### src/rtl/dpram_port_arbiter.sv
// Two-master arbiter in front of a 1W/1R dual-port RAM with registered read data.
// Write and read ports are arbitrated independently, each with its own round-robin pointer.
module dpram_port_arbiter #(
    parameter int AW = 8,
    parameter int DW = 16
) (
    input  logic          clk,
    input  logic          rst,
    input  logic          m0_req,
    input  logic          m0_we,
    input  logic [AW-1:0] m0_addr,
    input  logic [DW-1:0] m0_wdata,
    output logic          m0_gnt,
    output logic          m0_rvalid,
    output logic [DW-1:0] m0_rdata,
    input  logic          m1_req,
    input  logic          m1_we,
    input  logic [AW-1:0] m1_addr,
    input  logic [DW-1:0] m1_wdata,
    output logic          m1_gnt,
    output logic          m1_rvalid,
    output logic [DW-1:0] m1_rdata,
    output logic          ram_wr,
    output logic [AW-1:0] ram_w_addr,
    output logic [DW-1:0] ram_din,
    output logic [AW-1:0] ram_r_addr,
    input  logic [DW-1:0] ram_dout
);

    logic          wReq0, wReq1, rReq0, rReq1;
    logic          wGnt0, wGnt1, rGnt0, rGnt1;
    logic          wPtr_q, wPtr_d;
    logic          rPtr_q, rPtr_d;
    logic [AW-1:0] rAddr_q, rAddr_d;
    logic          rdPend_q, rdId_q;
    logic          rValid0_q, rValid1_q;
    logic [DW-1:0] rData0_q, rData1_q;

    // Pointer value 0 favours m0; it flips only when both masters contend for the same port.
    always_comb begin
        wReq0 = m0_req & m0_we;
        wReq1 = m1_req & m1_we;
        rReq0 = m0_req & ~m0_we;
        rReq1 = m1_req & ~m1_we;

        wGnt0 = ~rst & wReq0 & (~wReq1 | ~wPtr_q);
        wGnt1 = ~rst & wReq1 & (~wReq0 | wPtr_q);
        rGnt0 = ~rst & rReq0 & (~rReq1 | ~rPtr_q);
        rGnt1 = ~rst & rReq1 & (~rReq0 | rPtr_q);

        wPtr_d = (wReq0 & wReq1) ? ~wPtr_q : wPtr_q;
        rPtr_d = (rReq0 & rReq1) ? ~rPtr_q : rPtr_q;

        m0_gnt = wGnt0 | rGnt0;
        m1_gnt = wGnt1 | rGnt1;

        ram_wr     = wGnt0 | wGnt1;
        ram_w_addr = '0;
        ram_din    = '0;
        if (wGnt0) begin
            ram_w_addr = m0_addr;
            ram_din    = m0_wdata;
        end else if (wGnt1) begin
            ram_w_addr = m1_addr;
            ram_din    = m1_wdata;
        end

        rAddr_d = rAddr_q;
        if (rGnt0) begin
            rAddr_d = m0_addr;
        end else if (rGnt1) begin
            rAddr_d = m1_addr;
        end
        ram_r_addr = rst ? '0 : rAddr_d;

        // Registered read results are masked while rst is high so nothing leaks out before the flush edge.
        m0_rvalid = rValid0_q & ~rst;
        m1_rvalid = rValid1_q & ~rst;
        m0_rdata  = rst ? '0 : rData0_q;
        m1_rdata  = rst ? '0 : rData1_q;
    end

    // Stage 1 remembers who owns the read issued this cycle; stage 2 steers the RAM output back.
    always_ff @(posedge clk) begin
        if (rst) begin
            wPtr_q    <= 1'b0;
            rPtr_q    <= 1'b0;
            rAddr_q   <= '0;
            rdPend_q  <= 1'b0;
            rdId_q    <= 1'b0;
            rValid0_q <= 1'b0;
            rValid1_q <= 1'b0;
            rData0_q  <= '0;
            rData1_q  <= '0;
        end else begin
            wPtr_q    <= wPtr_d;
            rPtr_q    <= rPtr_d;
            rAddr_q   <= rAddr_d;
            rdPend_q  <= rGnt0 | rGnt1;
            rdId_q    <= rGnt1;
            rValid0_q <= rdPend_q & ~rdId_q;
            rValid1_q <= rdPend_q & rdId_q;
            if (rdPend_q && !rdId_q) begin
                rData0_q <= ram_dout;
            end
            if (rdPend_q && rdId_q) begin
                rData1_q <= ram_dout;
            end
        end
    end

endmodule

### config.mk
export PLATFORM = sky130hd
export DESIGN_NAME = dpram_port_arbiter
export DESIGN_NICKNAME = d
export VERILOG_FILES = /design/src/rtl/dpram_port_arbiter.sv
export SDC_FILE = /design/constraint.sdc
export NUM_CORES = 1
export LEC_CHECK = 0
export ABC_CLOCK_PERIOD_IN_PS = 6250
export BUFFER_PORTS_ARGS = -buffer_cell sky130_fd_sc_hd__buf_2
export CAP_MARGIN = 20
export CORE_MARGIN = 2
export CORE_UTILIZATION = 29
export CTS_BUF_LIST = sky130_fd_sc_hd__clkbuf_8
export DETAILED_ROUTE_END_ITERATION = 8
export GPL_ROUTABILITY_DRIVEN = 0
export PLACE_DENSITY_LB_ADDON = 0.08
export SETUP_SLACK_MARGIN = 0.15
export SLEW_MARGIN = 5
export SYNTH_ARGS = -nofsm -noshare
export SYNTH_HDL_FRONTEND = slang
export SYNTH_SLANG_ARGS = --single-unit
### constraint.sdc
create_clock -name clk -period 6.25 [get_ports clk]
set_input_delay 1.5625 -clock clk [delete_from_list [all_inputs] [get_ports clk]]
set_output_delay 1.5625 -clock clk [all_outputs]
set_load 0.05 [all_outputs]
## Word level (Yosys, flattened, before mapping)

Index checks and enable logic that the tools add are counted.

| word-level totals | value |
|---|---|
| logic and storage cells | 57 |
| output and inout port bits | 69 |
| memories kept | 0 |
| memory bits (read-only) | 0 |
| bits in registers | 46 |
| input bits | 70 |
| memory bits (writable) | 0 |
| bits in latches | 0 |

| cells by class | value |
|---|---|
| eq/ne operators | 0 |
| shifts and indexed selects | 0 |
| div/mod/pow operators | 0 |
| bitwise operators | 36 |
| $add $sub $neg | 0 |
| multiply operators | 0 |
| $lt $le $gt $ge | 0 |
| muxes and demuxes | 9 |
| reductions and logical operators | 3 |

Operators by type and width:

| cell | count |
|---|---|
| 16-bit 2-to-1 mux | 4 |
| 8-bit 2-to-1 mux | 5 |
| 1-bit bitwise AND | 18 |
| 1-bit NOT | 10 |
| 1-bit bitwise OR | 8 |
| 1-bit logical AND | 2 |
| 1-bit zero test | 1 |

## Logic depth before layout (Yosys ltp)

| logic depth | value |
|---|---|
| depth in word-level cells | 8 |
| depth in mapped cells | 6 |
| gate-level depth less buffers | 3 |

## Worst setup path after synthesis

OpenSTA, ideal clock, no wires.

| timing path | value |
|---|---|
| kind | in2out |
| start point | input rst |
| end point | output ram_r_addr[6] |
| arrival | 3.972 ns |
| data required time | 4.688 ns |
| path slack | 0.716 ns |
| stages on the path | 6 |
| buffers on the path | 3 |
| path through | buf_6 or3b_1 buf_2 or2_2 buf_2 a311oi_1 |

| between the ends | value |
|---|---|
| longest elaborated chain between the ends | 6 |
| elaborated cells between the ends (all ways) | 8 |
| those cells by class | 3 x mux; 5 x bitwise |

Ends and longest elaborated chain:

| item | RTL line | source |
|---|---|---|
| start, declared | 8 | `input logic rst,` |
| 1-bit NOT | 48, 49 |  |
| 1-bit bitwise AND (2 in series) | 49 | `rGnt1 = ~rst & rReq1 & (~rReq0 \| rPtr_q);` |
| 8-bit 2-to-1 mux | 71 | `end else if (rGnt1) begin` |
| 8-bit 2-to-1 mux | 69 | `if (rGnt0) begin` |
| 8-bit 2-to-1 mux (*) | 74 | `ram_r_addr = rst ? '0 : rAddr_d;` |
| end, declared | 26 | `output logic [AW-1:0] ram_r_addr,` |

Every way passes the cells marked *; elsewhere a longest branch is shown, timed or not.

## Worst setup path in the final report

| timing path | value |
|---|---|
| start point | input rst |
| end point | output ram_r_addr[0] |

Same word-level chain as after synthesis.

==> results.json <==
{
  "ant_nets": 0,
  "die_x_um": 89.1,
  "fin_setup_tns_ns": 0,
  "synth_top_cell_area_share_pct": 43.9,
  "cp-end-kind": "output pin",
  "cts_setup_buffers": 0,
  "dp_hpwl_um": 4480,
  "cts_max_path_buffers": 2,
  "cap_violations": 0,
  "rows": 31,
  "clock_latency_ns": 0.30,
  "io_pins": 139,
  "synth_most_common_cell": "dfxtp_1",
  "post-place-ws_ns": 1.08,
  "p_per_area_mw_per_mm2": 219,
  "antenna_cells": 0,
  "grt_pass1_vias": 1890,
  "r2r_cells": 4,
  "clock_sinks": 46,
  "drive_gt1_share_pct": 46.5,
  "hold_viol": 0,
  "port_buffers": 138,
  "ir_drop_v": 0.0000844,
  "grtUsageTotal_pct": 14.6,
  "wirelength_um": 6220,
  "crit_end": "ram_r_addr[0]",
  "synth_cell_types": 22,
  "cts_buffers": 5,
  "n_fill_cell": 760,
  "grt_pass1_wl_um": 9090,
  "ys_top_cells_by_count": "dfxtp_1, nor2b_1, o22a_1, a22o_1, clkbuf_1",
  "r2r-end": "rData0_q[11]$_SDFFE_PP0P_",
  "finalCriticalPeriod_ns": 5.16,
  "path_class": "in2out",
  "yosys_register_bits": 46,
  "detail_route.wl_per_cell_um": 14.0,
  "drt_pass1_iterations": 4,
  "viasPerCell": 4.80,
  "grt-ovfl-total": 0,
  "core_mm2": 0.00714,
  "worst_slew_pin_slew_ns": 0.711,
  "nNetsFinal": 416,
  "leakage_uw": 0.00145,
  "cts.htree.levels": 2,
  "ys.flop_type": "dfxtp_1",
  "regToRegSetupSlack_ns": 4.31,
  "fp.dieH_um": 89.1,
  "dr_total_vias": 2138,
  "cts_tree": "yes",
  "clockRootBuffer": "clkbuf_8",
  "grt_start_max_net_pins": 41,
  "setup_viol": 0,
  "fmax_mhz": 194,
  "ys_top_cells_by_area": "dfxtp_1, o22a_1, nor2b_1",
  "synth.cell_area_mm2": 0.00210,
  "placed_cells": 438,
  "hold_buffers": 0,
  "fin_ws_ns": 1.09,
  "die_area_mm2": 0.00794,
  "ctsResizeCount": 0,
  "initial_core_util_pct": 29.4,
  "first_iter_violations": 65,
  "slew_viol_final": 0,
  "max_slew_margin_pct": 52.6,
  "post-synth-top-area-cell": "dfxtp_1",
  "status": "finished clean",
  "syn_to_final_growth_pct": 40.7,
  "postLayoutCoreUtil_pct": 41.4,
  "async_reset_ff_share_pct": 0,
  "worst_ep_required_time_ns": 4.69,
  "synthCells": 216,
  "antenna_found_initial": 0,
  "drc_errors": 0,
  "stdcell_count": 445,
  "startpoint": "rst",
  "clk_pin_slew_ns": 0.07,
  "cp.arrival_ns": 3.60,
  "synth_edf_count": 0,
  "rsz0062_at_grt": "false",
  "syn_avg_cell_area_um2": 9.72,
  "worstPathMaxFanout": 17,
  "syn_nets": 286,
  "yosysWarnings": 0,
  "r2r_start": "rdId_q$_SDFF_PP0_",
  "ys_seq_area_share_pct": 43.9,
  "hold_class": "reg2reg",
  "skew_ns": 0.0137,
  "fin_crit_sh_pct": 82.6,
  "start_kind": "primary input"
}
-- power breakdown --
group          leakage [µW]  total [µW]  switching [µW]  internal [µW]
registers          0.000376         311            3.01            308
logic               0.00103         163             112           51.5
clock network     0.0000414         173            98.0           75.3
-- stage by stage --
stage	total power [µW]	hold WS, ns	instance area [µm²]
after floorplan	430	0.467	2100
after global placement	482	0.495	2870
after detailed placement	482	0.499	2870
after CTS	655	0.514	2950
after global routing	676	0.530	2950
final	647	0.511	2950
-- cell usage in the layout, fill, tap and decap left out --
cell type / instances
nor3_1: 8
nand2b_1: 4
o21ai_0: 10
inv_1: 2
a21oi_1: 4
nor2b_1: 34
and3b_1: 1
a311oi_2: 2
a311oi_1: 8
clkbuf_8: 5
buf_2: 138
or3b_1: 3
dfxtp_1: 46
a22o_1: 24
or3_1: 2
clkinvlp_4: 1
or2_2: 2
nor2_1: 3
o22a_1: 32
nor3b_1: 1
buf_4: 6
or3b_2: 7
nand2_1: 3
-- registers in the layout, indices dropped and copies added (netlist names) --
signal / cells
rAddr_q: 8
rData0_q: 16
rData1_q: 16
rPtr_q: 1
rValid0_q: 1
rValid1_q: 1
rdId_q: 1
rdPend_q: 1
wPtr_q: 1
-- layout make-up --
class | instances | area [µm²] | share of cell area (%)
tap | 99 | 124 | 4.19
multi-input combinational | 148 | 1090 | 36.9
inverter | 1 | 3.75 | 0.127
timing repair buffer | 144 | 736 | 24.9
sequential | 46 | 921 | 31.2
clock buffer | 5 | 68.8 | 2.33
clock inverter | 2 | 11.3 | 0.381
-- routing by layer --
| layer | GRT usage (%) | share of wire (%) | vias to the layer above | wire (µm) |
|---|---|---|---|---|
| met5 | 0 | 0 | - | 0 |
| met3 | 4.34 | 7.5 | 9 | 464 |
| li1 | - | - | 1066 | - |
| met1 | 20.0 | 45 | 979 | 2780 |
| met4 | 4.75 | 1.6 | 0 | 102 |
| met2 | 22.0 | 46 | 84 | 2880 |
-- worst min path at each step --
| stage | from | cells after the start | slack, ns | end |
|---|---|---|---|---|
| floorplan | rPtr_q$_SDFFE_PP0P_ | 2 | 0.47 | rPtr_q$_SDFFE_PP0P_ |
| global route | rPtr_q$_SDFFE_PP0P_ | 2 | 0.53 | rPtr_q$_SDFFE_PP0P_ |
| global placement | rAddr_q[6]$_DFF_P_ | 2 | 0.50 | rAddr_q[6]$_DFF_P_ |
| detailed placement | rPtr_q$_SDFFE_PP0P_ | 2 | 0.50 | rPtr_q$_SDFFE_PP0P_ |
| CTS | rAddr_q[1]$_DFF_P_ | 2 | 0.51 | rAddr_q[1]$_DFF_P_ |
| finish | rAddr_q[1]$_DFF_P_ | 2 | 0.51 | rAddr_q[1]$_DFF_P_ |
-- worst max-delay path: stages --
cell and delay (ns):
buf_2 0.19, or3b_1 0.62, or3b_2 0.51, a311oi_1 0.37
buf_2 0.33
-- cells by family (layout without fill, tap and decap cells) --
logic type | count (synthesis) | after routing | share of synthesized area, %
AND/OR/NAND/NOR | 68 | 68 | 20.4
AO/OA/AOI/OAI | 80 | 80 | 30.9
buffers and inverters | 22 | 152 | 4.83
flip-flops | 46 | 46 | 43.9
Note: power is estimated with default switching activity, not from simulation.
